[config.mk]
export PLATFORM = sky130hd
export DESIGN_NAME = key_event_decoder
export DESIGN_NICKNAME = d
export VERILOG_FILES = /design/src/rtl/key_event_decoder.sv
export SDC_FILE = /design/constraint.sdc
export NUM_CORES = 1
export LEC_CHECK = 0
export CAP_MARGIN = 15
export CELL_PAD_IN_SITES_DETAIL_PLACEMENT = 1
export CELL_PAD_IN_SITES_GLOBAL_PLACEMENT = 2
export CORE_MARGIN = 1.5
export CORE_UTILIZATION = 39
export CTS_BUF_LIST = sky130_fd_sc_hd__clkbuf_2 sky130_fd_sc_hd__clkbuf_4 sky130_fd_sc_hd__clkbuf_8
export CTS_CLUSTER_SIZE = 8
export DETAILED_ROUTE_END_ITERATION = 7
export HOLD_SLACK_MARGIN = 0.03
export PLACE_DENSITY = 0.79
export SLEW_MARGIN = 20
export SYNTH_ARGS = -nofsm -noshare
export SYNTH_HDL_FRONTEND = slang
export SYNTH_SLANG_ARGS = --single-unit
[constraint.sdc]
create_clock -name sys_clk -period 3.46 [get_ports sys_clk]
set_clock_uncertainty 0.15 [all_clocks]
set_input_delay 1.038 -clock sys_clk [delete_from_list [all_inputs] [get_ports sys_clk]]
set_output_delay 1.038 -clock sys_clk [all_outputs]
set_load 0.02 [all_outputs]
[src/rtl/key_event_decoder.sv]
// Key gesture decoder: short, double, long and auto-repeat events from one key.
// Ports: sys_clk/sys_rst_n, key_in (active-low), event_valid/code/ready, event_ovf, key_busy.
module key_event_decoder #(
   parameter logic [31:0] LONG_CNT   = 32'd250_000_000,
   parameter logic [31:0] DCLK_CNT   = 32'd75_000_000,
   parameter logic [31:0] REPEAT_CNT = 32'd50_000_000,
   parameter bit          DCLK_EN    = 1'b1
) (
   input  logic       sys_clk,
   input  logic       sys_rst_n,
   input  logic       key_in,
   output logic       event_valid,
   output logic [2:0] event_code,
   input  logic       event_ready,
   output logic       event_ovf,
   output logic       key_busy
);

   localparam logic [2:0] EV_NONE   = 3'd0;
   localparam logic [2:0] EV_SHORT  = 3'd1;
   localparam logic [2:0] EV_DOUBLE = 3'd2;
   localparam logic [2:0] EV_LONG   = 3'd3;
   localparam logic [2:0] EV_REPEAT = 3'd4;

   typedef enum logic [2:0] {
      IDLE,
      PRESS1,
      WAIT2,
      PRESS2,
      LONG
   } state_t;

   state_t      state;
   state_t      state_n;
   logic [31:0] cnt;
   logic [31:0] cnt_n;
   logic        key_d;
   logic        armed;
   logic        press;
   logic        rel;
   logic        ev;
   logic [2:0]  ev_code;

   // armed stays low after reset until the key has been seen released, so a
   // key held through reset cannot start a gesture.
   assign press = armed & key_d & ~key_in;
   assign rel   = ~key_d & key_in;

   always_ff @(posedge sys_clk or negedge sys_rst_n) begin
      if (!sys_rst_n) begin
         state    <= IDLE;
         cnt      <= 32'd0;
         key_d    <= 1'b1;
         armed    <= 1'b0;
         key_busy <= 1'b0;
      end else begin
         state    <= state_n;
         cnt      <= cnt_n;
         key_d    <= key_in;
         armed    <= armed | key_in;
         key_busy <= (state_n != IDLE);
      end
   end

   always_comb begin
      state_n = state;
      cnt_n   = cnt;
      ev      = 1'b0;
      ev_code = EV_NONE;
      unique case (state)
         IDLE: begin
            if (press) begin
               state_n = PRESS1;
               cnt_n   = 32'd0;
            end
         end
         PRESS1: begin
            if (rel) begin
               cnt_n = 32'd0;
               if (DCLK_EN) begin
                  state_n = WAIT2;
               end else begin
                  state_n = IDLE;
                  ev      = 1'b1;
                  ev_code = EV_SHORT;
               end
            end else if (cnt == LONG_CNT - 32'd1) begin
               state_n = LONG;
               cnt_n   = 32'd0;
               ev      = 1'b1;
               ev_code = EV_LONG;
            end else begin
               cnt_n = cnt + 32'd1;
            end
         end
         WAIT2: begin
            // A press on the final window cycle still counts as a double.
            if (press) begin
               state_n = PRESS2;
               cnt_n   = 32'd0;
            end else if (cnt == DCLK_CNT - 32'd1) begin
               state_n = IDLE;
               cnt_n   = 32'd0;
               ev      = 1'b1;
               ev_code = EV_SHORT;
            end else begin
               cnt_n = cnt + 32'd1;
            end
         end
         PRESS2: begin
            if (rel) begin
               state_n = IDLE;
               cnt_n   = 32'd0;
               ev      = 1'b1;
               ev_code = EV_DOUBLE;
            end
         end
         LONG: begin
            if (rel) begin
               state_n = IDLE;
               cnt_n   = 32'd0;
            end else if (cnt == REPEAT_CNT - 32'd1) begin
               cnt_n   = 32'd0;
               ev      = 1'b1;
               ev_code = EV_REPEAT;
            end else begin
               cnt_n = cnt + 32'd1;
            end
         end
         default: begin
            state_n = IDLE;
            cnt_n   = 32'd0;
         end
      endcase
   end

   // Single-entry output register; a busy register drops the newcomer.
   always_ff @(posedge sys_clk or negedge sys_rst_n) begin
      if (!sys_rst_n) begin
         event_valid <= 1'b0;
         event_code  <= EV_NONE;
         event_ovf   <= 1'b0;
      end else if (ev) begin
         if (!event_valid || event_ready) begin
            event_valid <= 1'b1;
            event_code  <= ev_code;
         end else begin
            event_ovf <= 1'b1;
         end
      end else if (event_valid && event_ready) begin
         event_valid <= 1'b0;
         event_code  <= EV_NONE;
      end
   end

endmodule
Word-level counts from Yosys, hierarchy flattened --
Index checks and enable logic that the tools add are counted. Widths: inputs -> output; s select.
Storage, ports and cells: register bits after elaboration 43, word-level logic and storage cells 74, input port bits 4, output and inout bits 6
Cells by class: bitwise operators 7, add/subtract/negate cells 1, mux-type cells 38, reduce and logical (&&, ||, !) cells 10, equal/unequal tests 10
Operator list (count):
- $mux 32 | 8
- $pmux 32 s5 | 1
- $mux 3 | 11
- $add 32x1->32 const B | 1
- $eq 32x26->1 const B | 1
- $eq 32x27->1 const B | 1
- $eq 32x28->1 const B | 1
- $pmux 3 s4 | 2
- $mux 1 | 12
- $eq 3x2->1 const B | 2
- $mux 2 | 3
- $reduce_and 2->1 | 3
- $ne 2x2->1 const B | 2
- $pmux 1 s4 | 1
- $and 1x1->1 | 3
- $eq 3x1->1 const B | 1
- $eq 3x3->1 const B | 1
- $logic_not 3->1 | 1
- $not 1->1 | 3
- $reduce_bool 3->1 | 1
- $ne 2x1->1 const B | 1
- $reduce_bool 2->1 | 1
- $reduce_or 2->1 | 1
- $logic_and 1x1->1 | 1
- other kinds (3) | 3

Logic depth before layout (Yosys ltp) --
Gate-level depths: netlist of run 1.
depth in word-level cells 6, mapped depth 8

Worst setup path before layout of run 1 --
OpenSTA, ideal clock, no wires.
kind input-to-reg, from input port key_in, to register cnt[12], required time 3228 ps, data arrival time 2583 ps, stages 7, setup time 82 ps, buffers on the path 1, slack 645 ps, cells stage by stage and3b_1 > or3b_2 > o22ai_1 > a211oi_2 > buf_2 > or2_2 > a31oi_1
On the way: word-level cells in the longest chain between the ends 4, elaborated cells between the ends (all ways) 10
Ends and longest elaborated chain:
- start: declaration | RTL line 11 | input logic key_in,
- $not 1->1 | RTL line 46 | assign press = armed & key_d & ~key_in;
- $and 1x1->1 | RTL line 46
- $mux 32 or $ne 2x2->1 (tied branches)
- $pmux 32 s5 or $reduce_and 2->1 (tied branches)
- end signal: assignment | RTL line 58 | cnt <= cnt_n;
- end: declaration | RTL line 35 | logic [31:0] cnt;
Several ways; a longest one is shown, not always the timed one. A chain may end at the register's enable or synchronous reset.

Final worst setup path of run 1 --
from input port key_in, to register cnt[5]
The elaborated chain is that of the path after synthesis.

==> results of run 1 <==
==> layout make-up <==
| class | instances | area, um2 |
|---|---|---|
| Fill cell | 715 | 3230 |
| Multi-Input combinational cell | 219 | 1320 |
| Sequential cell | 43 | 1080 |
| Timing Repair Buffer | 18 | 165 |
| Clock buffer | 8 | 104 |
| Tap cell | 75 | 93.8 |
| Inverter | 11 | 41.3 |
==> state kept, by name (all words and copies together) (netlist names) <==
register,count
key_busy,1
event_ovf,1
key_d,1
state,3
armed,1
cnt,32
event_valid,1
event_code,3
==> path summary, 6_finish.rpt <==
kind / slack, ns / to / startpoint / depth (start not counted)
max: 0.31 / cnt[5] / key_in / 7
min: 0.33 / event_ovf / event_ovf / 1
max reg2reg: 0.43 / cnt[5] / cnt[24] / 6
min reg2reg: 0.33 / event_ovf / event_ovf / 1
max in group asynchronous: 1.88 / key_d / sys_rst_n / 2
min in group asynchronous: 0.54 / event_code[1] / sys_rst_n / 1
==> cells in the mapped netlist (2+ instances only) <==
cell type	count
inv_1	11
nor2_1	26
nand4_1	7
a21boi_0	2
a211oi_2	2
nor4_1	5
o22ai_1	3
and2_1	4
nand2b_1	5
a21oi_1	19
nor2b_1	5
nand2_1	24
buf_2	4
a22o_1	5
a211o_1	3
or4_1	2
xnor2_1	3
dfrtp_1	42
nor3_1	8
xor2_1	7
a31oi_1	11
clkbuf_1	4
and3_1	7
or3_1	6
nand4b_1	3
o21ai_0	19
nand3_1	18
or2_2	3
and4_1	2
==> kinds of logic (layout without fill, tap and decap cells) <==
logic type,Yosys count,in the layout,share of synthesized area (%)
adder cells (fa/ha/maj),1,1,0.505
AND/OR/NAND/NOR,137,137,31.2
AO/OA/AOI/OAI,71,71,18.0
XOR/XNOR,10,10,3.54
buffers and inverters,20,37,3.24
flip-flops,43,43,43.5
==> placed cells by master, fill, tap and decap left out, drive strengths merged, types with 2 or more instances in the layout <==
| master | netlist | layout |
|---|---|---|
| nor4 | 7 | 7 |
| nor2 | 27 | 27 |
| nand2 | 24 | 24 |
| clkbuf | 4 | 8 |
| clkdlybuf4s50 | 0 | 8 |
| or3 | 6 | 6 |
| a22o | 5 | 5 |
| a21boi | 2 | 2 |
| nand4 | 7 | 7 |
| xor2 | 7 | 7 |
| o22ai | 3 | 3 |
| or2 | 3 | 3 |
| a21oi | 19 | 19 |
| o21ai | 19 | 19 |
| a31oi | 11 | 11 |
| and4 | 2 | 2 |
| nand3 | 19 | 19 |
| nand4b | 3 | 3 |
| nor2b | 5 | 5 |
| inv | 11 | 11 |
| a211oi | 3 | 3 |
| nor3 | 8 | 8 |
| a211o | 3 | 3 |
| and2 | 4 | 4 |
| and3 | 7 | 7 |
| dfrtp | 42 | 42 |
| or4 | 3 | 3 |
| xnor2 | 3 | 3 |
| buf | 5 | 10 |
| nand2b | 5 | 5 |
==> power by group <==
part	switching, uW	total (uW)	internal (uW)
Combinational	311	503	193
Sequential	54.4	598	544
Clock	174	364	190
Total	539	1470	927
==> routing by layer <==
metal  GRT usage [%]  share of wire [%]
met1            28.5                 47
met2            38.3                 50
met3            2.97                2.1
met4            6.33               0.97
met5               0                  0
==> worst max-delay path, stage by stage <==
cell and delay, ns:
clkdlybuf4s50_1 0.50, nor2b_1 0.21, or3_1 0.19, o22ai_1 0.11, a211oi_2 0.70, o21ai_0 0.24
a22o_1 0.22
==> through the flow <==
| step | instances | hold slack, ns |
|---|---|---|
| global placement | 366 | 0.296 |
| floorplan | 282 | 0.279 |
| global route | 374 | 0.371 |
| detailed placement | 366 | 0.322 |
| CTS | 374 | 0.337 |
| finish | 374 | 0.331 |
==> run summary, run 1 <==
Core area: 6030 um2
Largest net degree at the start of global routing: 34
I/O pin total: 10
HPWL after DPL: 4970 um
Sum Neg Setup Slack: 0 ns
Unrepaired setup endpoints after global routing: no
CP Capture Type: register
DRC errors left: 0
PD cells: 524 nW/um2
Yosys reg bits: 43
Via count: 2210
Dpl cell area: 2700 um2
Synth Warn #: 0
Netlist cell types: 51
Clock sink count: 43
Slew @ Worst Pin: 0.774 ns
Number of buffers created by CTS: 5
Worst-Skew Late Latency: 0.29 ns
Die area: 6830 um2
Hold Vio Cnt, Final: 0
Mapped Cells: 282
ANT nets after route: 0
Top_reg_cell synth: dfrtp_1
CP arrival: 3.19 ns
Final slew viol count: 0
Hold buffers post-CTS: 0
Crit share post-route: 91.1%
CP required: 3.50 ns
Peak Freq: 317 MHz
Peak supply drop: 251 uV
Vias in the first global route: 2207
Mean post-synth cell area: 8.78 um2
Final Power: 1470 uW
Core Rows: 28
CTS root buffer: clkbuf_8
Run status: finished clean
Crit start category: input port
Min cycle time layout: 3.15 ns
Pre-CTS setup slack: -0.0245 ns
Max Cap Viol: 0
Postcts setup bufs: 0
Layout Utilization: 46.4%
Initial antenna violation count: 0
Final Cell Area: 2800 um2
CTS tree: done
Reg clk slew, reported paths: 0.09 ns
Syn nets: 287
# H-tree levels: 2
Synth area leader: dfrtp_1
Maximum clock path buffer count: 2
Top area cells in the synthesized netlist: dfrtp_1, nor2_1, a21oi_1, o21ai_0, nand3_1
Post-synth EDFFs: 0
Rel. slew slack: 48.3%
First-pass GRT wire length: 11200 um
Final Setup Violations: 0
CTS resizes: 0
Drt first pass iters: 4
Leak Pwr: 0.00113 uW
DR WL/cell: 17.9 um
Initial Util: 41.1%
GP Congestion: 0.808
DR vias/cell: 5.91
DRT iter0 DRCs: 83
Top cell type's share of synthesized area: 42.5%
Diodes inserted: 0
Crit Path Class: in2reg
Post-layout nets: 303
Sequential area share after synthesis: 43.5%
Port bufs: 9
Synth-to-layout area growth: 13.1%
GR Util All Layers: 22.0%
Mapped cell area: 2470 um2
Total gr overflow: 0
Die extent in y: 82.7 um
Chip width: 82.7 um
Final worst-path setup slack: 0.307 ns
Share of cells above drive strength 1: 10.7%
Type of the most critical hold path: reg2reg
Worst Path Max Fanout: 12
Final WL: 6710 um
Async S/R FF share, synth: 100%
(Power assumes the default switching activity.)
==> run 2: changes to the inputs <==
Settings changed: CELL_PAD_IN_SITES_DETAIL_PLACEMENT 1 to not set, CELL_PAD_IN_SITES_GLOBAL_PLACEMENT 2 to not set, CORE_UTILIZATION 39 to 63, PLACE_DENSITY 0.79 to 0.8.
==> run summary, run 2 (same netlist as run 1, synthesis figures left out) <==
Slew @ Worst Pin: 0.943 ns
Core Rows: 22
Worst Path Max Fanout: 12
DR WL/cell: 16.4 um
Initial Util: 66.6%
Crit-path cells: clkdlybuf4s50_1 > nor2b_1 > or3_1 > o22ai_1 > a211oi_2 > o21ai_0 > a22o_1
Synth-to-layout area growth: 10.3%
GP Congestion: 0.915
Reg clk slew, reported paths: 0.07 ns
Type of the most critical hold path: reg2reg
# H-tree levels: 2
Final slew viol count: 0
Peak supply drop: 368 uV
Die extent in y: 65.7 um
Final WL: 5640 um
Crit share post-route: 91.9%
Crit Path Class: in2reg
Max reg flops: 32
CTS tree: done
Crit path largest cell delay: 0.70 ns
Most common cell after layout, fill and taps aside: dfrtp_1
Initial antenna violation count: 0
Internal power: 903 uW
Maximum clock path buffer count: 2
I/O pin total: 10
WHS: 0.320 ns
Switching share of power: 36.7%
Peak Freq: 314 MHz
CP required: 3.49 ns
Leak Pwr: 0.00111 uW
Worst-Skew Late Latency: 0.29 ns
Hold buffers post-CTS: 0
Max Cap Viol: 0
DR vias/cell: 6.40
P_sw: 524 uW
DRT iter0 DRCs: 245
Unrepaired setup endpoints after global routing: no
Rel. slew slack: 37.1%
Drt first pass iters: 4
CTS root buffer: clkbuf_8
Clock sink count: 43
CP arrival: 3.22 ns
Total gr overflow: 0
Launch point of the critical path: key_in
Share of cells above drive strength 1: 9.80%
Largest net degree at the start of global routing: 44
Run status: finished clean
CTS resizes: 0
Combinational share of power: 34.9%
Number of buffers created by CTS: 5
Die area: 4310 um2
Hold Vio Cnt, Final: 0
Via count: 2200
Top reg by flops: cnt
PD cells: 523 nW/um2
Clock share of power: 23.1%
Most frequent cells in the layout: dfrtp_1, nor2_1, nand2_1
DRC errors left: 0
Layout Utilization: 73.5%
Sum Neg Setup Slack: 0 ns
Final Power: 1430 uW
Crit start category: input port
Biggest regs: cnt: 32 flops, event_code: 3 flops, state: 3 flops
Reg-to-Reg Start: cnt[24]
Postcts setup bufs: 0
Diodes inserted: 0
Final Setup Violations: 0
Core area: 3720 um2
Min cycle time layout: 3.18 ns
Chip width: 65.7 um
Seq pwr share: 42.0%
Vias in the first global route: 2109
GR Util All Layers: 29.3%
Slowest stage cell, crit path: a211oi_2
Min-Delay Startpoint: armed
Fillers: 301
First-pass GRT wire length: 9850 um
Post-layout nets: 300
HPWL after DPL: 3830 um
Port bufs: 9
ANT nets after route: 0
CP Capture Type: register
-- run 2: changes by cell type in the layout (fill, tap and decap cells not counted), sizes merged --
cell / change
buf: -3
-- run 2: stage by stage --
step                      setup WS, ns  instance area [um2]  cells
final                            0.279                 2730    344
after global routing            0.0967                 2730    344
after CTS                        0.281                 2730    344
after detailed placement      -0.00619                 2640    336
after global placement          0.0475                 2640    336
after floorplan                  0.645                 2470    282
-- run 2: layer usage --
metal  routed length [um]  vias to the layer above  track usage [%]
li1                     -                     1061                -
met1                 2680                     1064             43.1
met2                 2550                       68             44.8
met3                  340                        7             4.62
met4                   67                        0             8.59
met5                    0                        -                0
-- run 2: cell type report --
type	count	area (um2)	share of cell area, %
inverters	11	41.3	1.51
flip-flops and latches	43	1080	39.5
multi-input cells	219	1320	48.3
clock buffers	8	91.3	3.35
well taps	48	60.1	2.20
repair buffers	15	143	5.22
-- run 2: power by group through the flow --
stage | sequential [uW] | clock, uW | combinational (uW)
2_1_floorplan | 602 | 0 | 336
3_3_place_gp | 605 | 0 | 484
3_5_place_dp | 607 | 0 | 493
4_1_cts | 598 | 334 | 494
5_1_grt | 607 | 352 | 549
6_report | 600 | 330 | 498
-- run 2: worst paths after layout --
path / slack (ns) / endpoint / cells past startpoint
hold reg to reg: 0.32 / armed / 1
setup reg to reg: 0.53 / cnt[21] / 6
setup / recovery: 0.28 / cnt[21] / 7
hold / removal: 0.32 / armed / 1
max in group asynchronous: 1.84 / state[0] / 1
min in group asynchronous: 0.73 / cnt[30] / 1
-- run 2: critical path: cells and delay by family --
| kind | cells | cell delay, ns |
|---|---|---|
| AOI/OAI and AO/OA | 4 | 1.23 |
| and+or+nand+nor | 2 | 0.44 |
| buffers and inverters | 1 | 0.51 |
